<file path="src/rtl/cla_wide_sequencer_pkg.sv">
// Shared types and sizing helpers for the nibble-serial wide adder built on a registered 4-bit CLA.
package cla_pkg;

    typedef enum logic [1:0] {
        IDLE    = 2'd0,
        ISSUE   = 2'd1,
        CAPTURE = 2'd2,
        DONE    = 2'd3
    } state_t;

    localparam int NIBBLE_W    = 4;
    localparam int ADD_LAT_DEF = 2;

    function automatic int nib_count(input int width);
        return width / NIBBLE_W;
    endfunction

    // idx needs at least one bit even for a single-nibble datapath
    function automatic int idx_width(input int width);
        int n;
        n = nib_count(width);
        return (n > 1) ? $clog2(n) : 1;
    endfunction

endpackage

</file>
<file path="src/rtl/cla_wide_sequencer_if.sv">
// Operand-request and result-return handshakes of the wide adder.
interface cla_wide_sequencer_if #(
    parameter int WIDTH = 16
) ();

    logic             start_valid;
    logic             start_ready;
    logic [WIDTH-1:0] op_a;
    logic [WIDTH-1:0] op_b;
    logic             cin;
    logic             res_valid;
    logic             res_ready;
    logic [WIDTH-1:0] res_sum;
    logic             res_cout;
    logic             res_ovf;

    modport master (
        output start_valid, op_a, op_b, cin, res_ready,
        input  start_ready, res_valid, res_sum, res_cout, res_ovf
    );

    modport slave (
        input  start_valid, op_a, op_b, cin, res_ready,
        output start_ready, res_valid, res_sum, res_cout, res_ovf
    );

endinterface

</file>
<file path="src/rtl/cla_4bit.sv">
// Registered 4-bit carry-lookahead adder: input register, lookahead logic, output register.
module cla_4bit (
    input  logic       clk,
    input  logic       reset,
    input  logic [3:0] a,
    input  logic [3:0] b,
    input  logic       cin,
    output logic [3:0] s_ff,
    output logic       cout_ff
);

    logic [3:0] a_p0;
    logic [3:0] b_p0;
    logic       cin_p0;
    logic [3:0] g;
    logic [3:0] p;
    logic [4:0] c;

    // stage p0: operand register
    always_ff @(posedge clk or posedge reset) begin
        if (reset) begin
            a_p0   <= '0;
            b_p0   <= '0;
            cin_p0 <= 1'b0;
        end else begin
            a_p0   <= a;
            b_p0   <= b;
            cin_p0 <= cin;
        end
    end

    always_comb begin
        g    = a_p0 & b_p0;
        p    = a_p0 ^ b_p0;
        c[0] = cin_p0;
        c[1] = g[0] | (p[0] & cin_p0);
        c[2] = g[1] | (p[1] & g[0]) | (p[1] & p[0] & cin_p0);
        c[3] = g[2] | (p[2] & g[1]) | (p[2] & p[1] & g[0])
             | (p[2] & p[1] & p[0] & cin_p0);
        c[4] = g[3] | (p[3] & g[2]) | (p[3] & p[2] & g[1])
             | (p[3] & p[2] & p[1] & g[0]) | (p[3] & p[2] & p[1] & p[0] & cin_p0);
    end

    // stage p1: sum/carry register
    always_ff @(posedge clk or posedge reset) begin
        if (reset) begin
            s_ff    <= '0;
            cout_ff <= 1'b0;
        end else begin
            s_ff    <= p ^ c[3:0];
            cout_ff <= c[4];
        end
    end

endmodule

</file>
<file path="src/rtl/cla_wide_adder_top.sv">
// Wide adder: sequencer plus its registered 4-bit CLA stage, exposing only the start/result handshakes.
module cla_wide_adder_top
    import cla_pkg::*;
#(
    parameter int WIDTH   = 16,
    parameter int ADD_LAT = ADD_LAT_DEF
) (
    input  logic                clk,
    input  logic                reset_n,
    cla_wide_sequencer_if.slave bus
);

    logic [NIBBLE_W-1:0] add_a;
    logic [NIBBLE_W-1:0] add_b;
    logic                add_cin;
    logic [NIBBLE_W-1:0] add_s;
    logic                add_cout;
    logic                reset;

    assign reset = !reset_n;

    cla_wide_sequencer #(
        .WIDTH   (WIDTH),
        .ADD_LAT (ADD_LAT)
    ) u_seq (
        .clk      (clk),
        .reset_n  (reset_n),
        .bus      (bus),
        .add_a    (add_a),
        .add_b    (add_b),
        .add_cin  (add_cin),
        .add_s    (add_s),
        .add_cout (add_cout)
    );

    cla_4bit u_cla (
        .clk     (clk),
        .reset   (reset),
        .a       (add_a),
        .b       (add_b),
        .cin     (add_cin),
        .s_ff    (add_s),
        .cout_ff (add_cout)
    );

endmodule

</file>
<file path="src/rtl/cla_wide_sequencer.sv">
// Feeds a WIDTH-bit add through a registered 4-bit CLA one nibble at a time, chaining the carry.
module cla_wide_sequencer
    import cla_pkg::*;
#(
    parameter int WIDTH   = 16,
    parameter int ADD_LAT = ADD_LAT_DEF
) (
    input  logic                  clk,
    input  logic                  reset_n,
    cla_wide_sequencer_if.slave   bus,
    output logic [NIBBLE_W-1:0]   add_a,
    output logic [NIBBLE_W-1:0]   add_b,
    output logic                  add_cin,
    input  logic [NIBBLE_W-1:0]   add_s,
    input  logic                  add_cout
);

    localparam int NIBS  = nib_count(WIDTH);
    localparam int IDX_W = idx_width(WIDTH);
    localparam int CNT_W = (ADD_LAT > 1) ? $clog2(ADD_LAT) : 1;

    state_t           state;
    state_t           state_next;
    logic [IDX_W-1:0] idx;
    logic [CNT_W-1:0] cnt;
    logic             carry;
    logic [WIDTH-1:0] opa;
    logic [WIDTH-1:0] opb;
    logic [WIDTH-1:0] sum;
    logic             cout;
    logic             ovf;
    logic             valid;
    logic             last;
    logic             lat_done;
    logic             busy;

    function automatic logic [NIBBLE_W-1:0] nib(input logic [WIDTH-1:0] v,
                                                 input logic [IDX_W-1:0] i);
        return v[NIBBLE_W*i +: NIBBLE_W];
    endfunction

    assign last     = (idx == IDX_W'(NIBS - 1));
    assign lat_done = (cnt == CNT_W'(ADD_LAT - 1));
    assign busy     = (state == ISSUE) || (state == CAPTURE);

    // Adder inputs come straight from the captured operands, so they hold through CAPTURE
    assign add_a   = busy ? nib(opa, idx) : '0;
    assign add_b   = busy ? nib(opb, idx) : '0;
    assign add_cin = busy ? carry : 1'b0;

    assign bus.start_ready = (state == IDLE);
    assign bus.res_valid   = valid;
    assign bus.res_sum     = sum;
    assign bus.res_cout    = cout;
    assign bus.res_ovf     = ovf;

    always_ff @(posedge clk or negedge reset_n) begin
        if (!reset_n) state <= IDLE;
        else          state <= state_next;
    end

    always_comb begin
        state_next = state;
        unique case (state)
            IDLE:    if (bus.start_valid) state_next = ISSUE;
            ISSUE:   if (lat_done)        state_next = CAPTURE;
            CAPTURE: state_next = last ? DONE : ISSUE;
            DONE:    if (bus.res_ready)   state_next = IDLE;
            default: state_next = IDLE;
        endcase
    end

    always_ff @(posedge clk or negedge reset_n) begin
        if (!reset_n) begin
            idx   <= '0;
            cnt   <= '0;
            carry <= 1'b0;
            opa   <= '0;
            opb   <= '0;
            sum   <= '0;
            cout  <= 1'b0;
            ovf   <= 1'b0;
            valid <= 1'b0;
        end else begin
            unique case (state)
                IDLE: begin
                    if (bus.start_valid) begin
                        opa   <= bus.op_a;
                        opb   <= bus.op_b;
                        carry <= bus.cin;
                        idx   <= '0;
                        cnt   <= '0;
                    end
                end
                ISSUE: begin
                    if (!lat_done) cnt <= cnt + CNT_W'(1);
                end
                CAPTURE: begin
                    sum[NIBBLE_W*idx +: NIBBLE_W] <= add_s;
                    carry <= add_cout;
                    if (last) begin
                        // MSB-nibble carry leaves the datapath here and never wraps to nibble 0
                        cout  <= add_cout;
                        ovf   <= (opa[WIDTH-1] == opb[WIDTH-1]) && (add_s[NIBBLE_W-1] != opa[WIDTH-1]);
                        valid <= 1'b1;
                    end else begin
                        idx <= idx + IDX_W'(1);
                        cnt <= '0;
                    end
                end
                DONE: begin
                    if (bus.res_ready) valid <= 1'b0;
                end
                default: ;
            endcase
        end
    end

endmodule

</file>
<file path="src/flat_wrapper.sv">
// flat-port wrapper written by rule: the top's interface ports become plain ports
module cla_wide_adder_top_flat import cla_pkg::*;
#(
    parameter int WIDTH   = 16,
    parameter int ADD_LAT = ADD_LAT_DEF
)
  (clk, reset_n, bus_start_valid, bus_op_a, bus_op_b, bus_cin, bus_res_ready, bus_start_ready, bus_res_valid, bus_res_sum, bus_res_cout, bus_res_ovf);
  cla_wide_sequencer_if #(.WIDTH(WIDTH)) bus_i ();
  input  logic clk;
  input  logic reset_n;
  input wire logic [$bits(bus_i.start_valid)-1:0] bus_start_valid;
  input wire logic [$bits(bus_i.op_a)-1:0] bus_op_a;
  input wire logic [$bits(bus_i.op_b)-1:0] bus_op_b;
  input wire logic [$bits(bus_i.cin)-1:0] bus_cin;
  input wire logic [$bits(bus_i.res_ready)-1:0] bus_res_ready;
  output wire logic [$bits(bus_i.start_ready)-1:0] bus_start_ready;
  output wire logic [$bits(bus_i.res_valid)-1:0] bus_res_valid;
  output wire logic [$bits(bus_i.res_sum)-1:0] bus_res_sum;
  output wire logic [$bits(bus_i.res_cout)-1:0] bus_res_cout;
  output wire logic [$bits(bus_i.res_ovf)-1:0] bus_res_ovf;
  assign bus_i.start_valid = bus_start_valid;
  assign bus_i.op_a = bus_op_a;
  assign bus_i.op_b = bus_op_b;
  assign bus_i.cin = bus_cin;
  assign bus_i.res_ready = bus_res_ready;
  assign bus_start_ready = bus_i.start_ready;
  assign bus_res_valid = bus_i.res_valid;
  assign bus_res_sum = bus_i.res_sum;
  assign bus_res_cout = bus_i.res_cout;
  assign bus_res_ovf = bus_i.res_ovf;
  cla_wide_adder_top #(.WIDTH(WIDTH), .ADD_LAT(ADD_LAT)) u_core (.clk(clk), .reset_n(reset_n), .bus(bus_i));
endmodule
</file>
<file path="config.mk">
export PLATFORM = sky130hd
export DESIGN_NAME = cla_wide_adder_top_flat
export DESIGN_NICKNAME = d
export VERILOG_FILES = /design/src/rtl/cla_wide_sequencer_pkg.sv /design/src/rtl/cla_wide_sequencer_if.sv /design/src/rtl/cla_4bit.sv /design/src/rtl/cla_wide_adder_top.sv /design/src/rtl/cla_wide_sequencer.sv /design/src/flat_wrapper.sv
export SDC_FILE = /design/constraint.sdc
export NUM_CORES = 1
export LEC_CHECK = 0
export CORE_ASPECT_RATIO = 0.5
export CORE_UTILIZATION = 45
export DETAILED_ROUTE_END_ITERATION = 6
export PLACE_DENSITY_LB_ADDON = 0.3
export SLEW_MARGIN = 20
export SYNTH_ARGS = -nofsm -noshare
export SYNTH_HDL_FRONTEND = slang
export SYNTH_SLANG_ARGS = --single-unit
</file>
<file path="constraint.sdc">
create_clock -name clk -period 4.1 [get_ports clk]
set_clock_uncertainty 0.15 [all_clocks]
set_input_delay 1.025 -clock clk [delete_from_list [all_inputs] [get_ports clk]]
set_output_delay 1.025 -clock clk [all_outputs]
set_load 0.02 [all_outputs]
</file>
-- Yosys cells after proc, flatten, opt, wreduce, memory -nomap -nowiden
Index checks and enable logic that the tools add are counted.
- $add $sub $neg: 3
- eq/ne operators: 11
- shift operators: 4
- muxes and demuxes: 21
- bitwise logic cells: 29
- reductions and logical operators: 13
- operator list (operator ; number):
    $neg A4 Y34 ; 1
    $shift A4 B34 Y16 const A ; 1
    $shiftx A4 B34 Y16 ; 1
    $shiftx A16 B5 Y4 ; 2
    $and A1 B1 Y1 ; 16
    $bwmux W16 ; 1
    $mux W2 ; 6
    $reduce_and A3 Y1 ; 4
    $ne A2 B2 Y1 const B ; 5
    $or A1 B1 Y1 ; 10
    $mux W4 ; 2
    $pmux W2 S4 ; 1
    $xor A4 B4 Y4 ; 2
    $mux W1 ; 7
    $eq A2 B2 Y1 const B ; 3
    $reduce_and A2 Y1 ; 3
    $and A4 B4 Y4 ; 1
    $pmux W1 S2 ; 2
    $pmux W2 S2 ; 1
    $reduce_bool A2 Y1 ; 2
    $pmux W1 S3 ; 1
    $reduce_bool A3 Y1 ; 1
    $add A2 B1 Y2 const B ; 1
    $eq A2 B1 Y1 const B ; 1
    other kinds (6) ; 6
- flip-flop bits (word level): 71
- input port bits: 37
- output and inout port bits: 20
- logic and storage cells: 96

-- Longest topological paths before layout
Gate-level depths: netlist (run 1).
- word-level depth: 6
- mapped depth: 7
- mapped depth without buffers: 5

-- Cells and area by module
From an unflattened synthesis (run 1), not the netlist that was laid out.
- cell total of the unflattened synthesis: 234
- area total of the unflattened synthesis: 3184.3 um^2
- by module, submodules not included (module ; instances ; cells each ; area an instance (um^2) ; seq. area each (um^2)):
    cla_wide_sequencer ; 1 ; 201 ; 2678.8 ; 1426.4
    cla_4bit ; 1 ; 32 ; 501.7 ; 350.3
    cla_wide_adder_top ; 1 ; 1 ; 3.8 ; 0.0

-- Worst setup path after synthesis (run 1)
No wires, ideal clock.
- kind: reg-to-output
- start: register u_core.u_seq.state[0]
- end: output port bus_start_ready
- arrival time: 0.857 ns
- required time: 2.925 ns
- slack: 2.068 ns
- cell stages (with the launch flop): 3
- buffers on the path: 0
- path through: dfrtp_1 inv_1 ha_1
- word-level cells in the longest chain between the ends: 1
- ends and longest elaborated chain (item ; RTL line ; source):
    start, declared ; cla_wide_sequencer.sv:22 ; state_t state;
    start signal, assigned ; cla_wide_sequencer.sv:59 ; else state <= state_next;
    $logic_not A2 Y1 ; cla_wide_sequencer.sv:51 ; assign bus.start_ready = (state == IDLE);
    end, declared ; flat_wrapper.sv:16 ; output wire logic [$bits(bus_i.start_ready)-1:0] bus_start_ready;
No other way between the ends.

-- Worst setup path in the final report (run 1)
Ends and elaborated chain as after synthesis.

==> results of run 1 <==
## final cells by class
cell class,count,area (um2),share of cell area [%]
flip-flops and latches,71,1780,42.8
well taps,92,115,2.77
inverters,10,37.5,0.903
clock buffers,12,246,5.93
multi-input cells,147,1360,32.8
clock inverters,4,45.0,1.08
repair buffers,58,571,13.7
## layout by cell type (no fill, tap or decap), types with 3 or more instances in the layout
cell | Yosys | final
a21o_1 | 3 | 3
ha_1 | 14 | 14
a22o_1 | 13 | 13
clkbuf_16 | 0 | 9
mux4_1 | 6 | 6
nand2_1 | 22 | 22
o21ai_0 | 7 | 7
clkdlybuf4s50_1 | 0 | 55
nand2b_1 | 8 | 8
and2_1 | 9 | 9
dfrtp_1 | 71 | 71
clkinv_2 | 0 | 3
inv_1 | 10 | 10
mux2_2 | 34 | 34
## state kept, by name, summed over array words and instances, names as in the netlist
name and flops:
u_core.u_seq.bus.res_sum 16, u_core.u_seq.opa 16, u_core.u_seq.opb 16, u_core.u_cla.a_p0 4
u_core.u_cla.b_p0 4, u_core.u_cla.s_ff 4, u_core.u_seq.idx 2, u_core.u_seq.state 2
u_core.u_cla.cin_p0 1, u_core.u_cla.cout_ff 1, u_core.u_seq.bus.res_cout 1, u_core.u_seq.bus.res_ovf 1
u_core.u_seq.bus.res_valid 1, u_core.u_seq.carry 1, u_core.u_seq.cnt 1
## cell families (layout without fill, tap and decap cells)
| logic type | count (synthesis) | in the layout | synth area share, % |
|---|---|---|---|
| flip-flops | 71 | 71 | 55.0 |
| AND/OR/NAND/NOR | 50 | 50 | 8.59 |
| multiplexers | 44 | 44 | 18.7 |
| AO/OA/AOI/OAI | 35 | 35 | 8.01 |
| buffers and inverters | 18 | 84 | 2.86 |
| adder cells (fa/ha/maj) | 15 | 15 | 6.04 |
| XOR/XNOR | 3 | 3 | 0.813 |
## metrics by stage
stage / power [mW] / worst slack (ps) / hold slack, ps
final: 3.01 / 1080 / 333
after global routing: 3.21 / 996 / 353
after CTS: 3.04 / 1060 / 340
after detailed placement: 2.27 / 1420 / 329
after global placement: 2.21 / 1470 / 313
after floorplan: 1.97 / 2070 / 320
## how the worst max path moves through the flow
| stage | to | depth (start not counted) | startpoint |
|---|---|---|---|
| floorplan | bus_start_ready | 2 | u_core.u_seq.state[0]$_DFFE_PN0P_ |
| global placement | bus_start_ready | 3 | u_core.u_seq.state[1]$_DFFE_PN0P_ |
| detailed placement | u_core.u_seq.opa[2]$_DFFE_PN0P_ | 4 | bus_start_valid |
| CTS | bus_start_ready | 3 | u_core.u_seq.state[0]$_DFFE_PN0P_ |
| global route | bus_start_ready | 3 | u_core.u_seq.state[0]$_DFFE_PN0P_ |
| finish | bus_start_ready | 3 | u_core.u_seq.state[0]$_DFFE_PN0P_ |
## critical path, cell delays in order, from the launching register on
cell and delay (ps):
dfrtp_1 430, inv_1 130, ha_1 310, clkdlybuf4s50_1 650
## cell usage after synthesis (all sizes together) (3+ instances only)
cell type / instances / share of area, %
a22o: 13 / 3.5
a21o: 3 / 0.70
and2: 9 / 1.7
buf: 7 / 1.6
dfrtp: 71 / 55
mux4: 8 / 6.3
nand2b: 8 / 1.5
mux2: 34 / 12
ha: 14 / 5.4
inv: 10 / 1.2
nor4: 3 / 1.2
nand2: 22 / 2.6
o21ai: 7 / 1.1
## where the power goes
group          switching (mW)  total, mW  internal, mW  leakage [nW]
Combinational           0.460       1.05         0.594         0.811
Clock                   0.272      0.756         0.484         0.146
Sequential              0.210       1.20         0.989         0.892
Total                   0.942       3.01          2.07          1.85
## layer usage
layer | track usage [%] | vias to the layer above
met4 | 9.52 | 0
met1 | 21.9 | 1011
met2 | 29.1 | 39
met3 | 5.84 | 7
met5 | 0 | -
li1 | - | 964
==> flow_summary.yaml, run 1 <==
outcome:
  outcome: "finished clean"
cts:
  htreeDepth: 3
  post_cts_resized: 0
  clk_pin_slew_ps: 50
  cts_root_buf: "clkbuf_16"
  clk_latency_ps: 330
  cts-buffers-inserted: 9
  cts_setup_buffers: 0
  cts_hold_buf: 0
  cts.sinks: 71
  clockBufferDepth: 2
  cts_tree: "done"
place:
  place_area_um2: 3860
  routabilityCongestion: 0.811
  io_buffers: 56
  dp_hpwl_um: 4130
  dp.cells: 378
worst_setup_path:
  regToRegSetupSlack_ps: 1470
  critPathKind: "flip-flop to output port"
  cp.arrival_ps: 1850
  required_ps: 2920
  r2r-end: "u_core.u_seq.bus.res_sum[5]$_DFFE_PN0P_"
  r2r-start: "u_core.u_seq.idx[0]$_DFFE_PN0P_"
  crit_path_end_kind: "output port"
  cp_max_fo: 8
  r2r_cells: 5
  critPathLaunchType: "flip-flop"
hold_path:
  hold_class: "flip-flop to flip-flop"
  whs_endpoint: "u_core.u_seq.bus.res_sum[6]$_DFFE_PN0P_"
  worstHoldPathCells: 2
  hp-start: "u_core.u_seq.bus.res_sum[6]$_DFFE_PN0P_"
global_route:
  antenna_found_initial: 0
  grt_max_degree: 52
  grt_pass1_vias: 2022
  grt_usage_pct: 17.8
  grt_pass1_wl_um: 9730
  overflow: 0
timing:
  fin_crit_ps: 3020
  fin_crit_sh_pct: 73.7
  maxSlewViolCount: 0
  fmax_mhz: 331
  hold_viol: 0
  fin_tns_setup_ps: 0
  tightest_slew_ps: 841
  rsz0062_at_grt: "no"
  setup_viol: 0
  slew_headroom_pct: 43.9
drt:
  dr_wl_met3_um: 246
  drt-total-wl_um: 5910
  num_vias: 2021
  via_per_inst: 5.13
  met2_length_um: 2880
  dr.pass1.iters: 4
  ant_nets: 0
  drtIter0Drc: 69
  post-route-drc-count: 0
  met1_length_um: 2680
  routed.top_layer: "met4"
  wl_per_cell_um: 15.0
logic_synthesis:
  yosys_warnings: 0
  synth-seq-area-share_pct: 55.0
  ys_ff_latch: 71
  syn_avg_cell_area_um2: 13.7
  syn-num-nets: 288
  syn_inst: 236
  ys_types: 39
  async_flop_share_pct: 100
  synth_area_um2: 3230
  synth_ff_type: "dfrtp_1"
  synth_edf_count: 0
die:
  initial_core_util_pct: 47.5
  die_h_um: 61.9
  core_area_um2: 6810
  dieWidth_um: 122
  num_rows: 21
  die-area_um2: 7550
  io_pins: 57
cells_and_area:
  final_nets: 349
  fillCellCount: 537
  areaGrowthSynthToFinish_pct: 28.5
  final_cells: 394
  antenna_cells: 0
  drive_gt1_share_pct: 18.9
  fin_util_pct: 61.1
  fin_area_um2: 4160
pwr:
  vdd_drop_max_mv: 0.314
  p_per_area_nw_per_um2: 724
  leakagePower_nw: 1.85
flow_run:
  cap_violations: 0
Note: power is estimated with default switching activity, not from simulation.
==> inputs of run 2 (changes only) <==
clock period = 2.9 ns   (was 4.1 ns; I/O delays follow)
==> run 2 against run 1 <==
  * Wire length increased by 2.1%
  * Non-clock buffer count increased by 1
  * Utilization decreased by 0.092 points
  * First-iteration DRC count decreased by 5.8%
  * Sequential share of layout area increased by 0.065 points
  * Design area decreased by 0.15%
  * Critical path type unchanged
  * Largest cell class unchanged
  * Largest power group unchanged
==> flow_summary.yaml, run 2 (synthesis gave the netlist of run 1 again) <==
global_route:
  overflow: 0
  grt_usage_pct: 17.9
  grt_pass1_vias: 2046
  grt_pass1_wl_um: 9920
  grt_max_degree: 42
  antenna_found_initial: 0
timing:
  fmax_mhz: 371
  slew_headroom_pct: 52.9
  maxSlewViolCount: 0
  fin_crit_sh_pct: 93.1
  tightest_slew_ps: 706
  fin_crit_ps: 2700
  fin_tns_setup_ps: 0
  rsz0062_at_grt: "no"
  setup_viol: 0
  hold_viol: 0
  setup_ws_ps: 201
cells_and_area:
  final_common_cell: "dfrtp_1"
  areaGrowthSynthToFinish_pct: 28.3
  final_nets: 350
  antenna_cells: 0
  drive_gt1_share_pct: 19.2
  mostFrequentLayoutCells: "dfrtp_1 (71), clkdlybuf4s50_1 (55), mux2_2 (34)"
  fin_util_pct: 61.0
  fin_area_um2: 4150
worst_setup_path:
  cp.arrival_ps: 1820
  regToRegSetupSlack_ps: 590
  critPathKind: "flip-flop to output port"
  cp_max_fo: 8
  crit_path_end_kind: "output port"
  required_ps: 2030
  critPathLaunchType: "flip-flop"
place:
  dp_hpwl_um: 4190
  io_buffers: 56
  pre_cts_slack_ps: 520
  routabilityCongestion: 0.793
  place_area_um2: 3880
cts:
  cts_root_buf: "clkbuf_16"
  post_cts_resized: 0
  clk_pin_slew_ps: 50
  cts_tree: "done"
  cts_hold_buf: 0
  clockBufferDepth: 2
  clk_latency_ps: 320
  cts.sinks: 71
  htreeDepth: 3
  cts_setup_buffers: 0
  cts-buffers-inserted: 9
pwr:
  power_frac_comb_pct: 36.9
  seqPwrFrac_pct: 40.1
  intPower_mw: 2.84
  p_per_area_nw_per_um2: 1010
  power.switching_mw: 1.34
  leakagePower_nw: 1.84
  swShare_pct: 32.0
  p_clk_share_pct: 23.0
  vdd_drop_max_mv: 0.417
drt:
  wl_per_cell_um: 15.3
  via_per_inst: 5.14
  drtIter0Drc: 65
  post-route-drc-count: 0
  num_vias: 2025
  ant_nets: 0
  dr.pass1.iters: 4
  drt-total-wl_um: 6040
die:
  die-area_um2: 7550
  die_h_um: 61.9
  core_area_um2: 6810
  dieWidth_um: 122
  num_rows: 21
  initial_core_util_pct: 47.5
  io_pins: 57
flow_run:
  cap_violations: 0
hold_path:
  hold_class: "input pin to asynchronous set/reset pin"
outcome:
  outcome: "finished clean"
## run 2: power groups by stage
| stage | logic [mW] | clock network [mW] | registers [mW] |
|---|---|---|---|
| 3_5_place_dp | 1.55 | 0 | 1.69 |
| 5_1_grt | 1.71 | 1.03 | 1.72 |
| 4_1_cts | 1.57 | 0.989 | 1.67 |
| 2_1_floorplan | 1.15 | 0 | 1.63 |
| 3_3_place_gp | 1.48 | 0 | 1.65 |
| 6_report | 1.54 | 0.963 | 1.68 |
## run 2: final timing paths
| path | end | start | cells past startpoint |
|---|---|---|---|
| hold reg to reg | u_core.u_seq.bus.res_sum[0]$_DFFE_PN0P_ | u_core.u_seq.bus.res_sum[0]$_DFFE_PN0P_ | 2 |
| min in group clk | u_core.u_seq.bus.res_sum[0]$_DFFE_PN0P_ | u_core.u_seq.bus.res_sum[0]$_DFFE_PN0P_ | 2 |
| setup / recovery | bus_start_ready | u_core.u_seq.state[0]$_DFFE_PN0P_ | 3 |
| hold / removal | u_core.u_seq.opa[12]$_DFFE_PN0P_ | reset_n | 1 |
| max in group asynchronous | u_core.u_seq.state[0]$_DFFE_PN0P_ | reset_n | 2 |
| setup reg to reg | u_core.u_seq.bus.res_sum[13]$_DFFE_PN0P_ | u_core.u_seq.state[0]$_DFFE_PN0P_ | 5 |
## run 2: cell type report
type	count	area [um2]
fill	539	2660
sequential	71	1780
multi-input combinational	147	1360
timing repair buffer	59	591
clock buffer	11	243
tap	92	115
inverter	10	37.5
clock inverter	4	22.5
## run 2: through the flow
stage / power, mW / hold slack [ps] / std cells
6_report: 4.18 / 305 / 394
5_1_grt: 4.47 / 352 / 394
4_1_cts: 4.23 / 317 / 394
3_5_place_dp: 3.23 / 320 / 379
3_3_place_gp: 3.13 / 313 / 379
2_1_floorplan: 2.78 / 279 / 236
## run 2: metal layers
layer / part of all wire [%] / GRT usage [%] / up-vias
met3: 3.8 / 5.11 / 5
li1: - / - / 972
met5: 0 / 0 / -
met4: 0.66 / 6.53 / 0
met1: 46 / 22.0 / 1006
met2: 49 / 31.1 / 42
## run 2: critical path, cell delays in order, from the launching register on
cell             delay, ps
dfrtp_1                430
inv_1                  120
ha_1                   300
clkdlybuf4s50_1        650
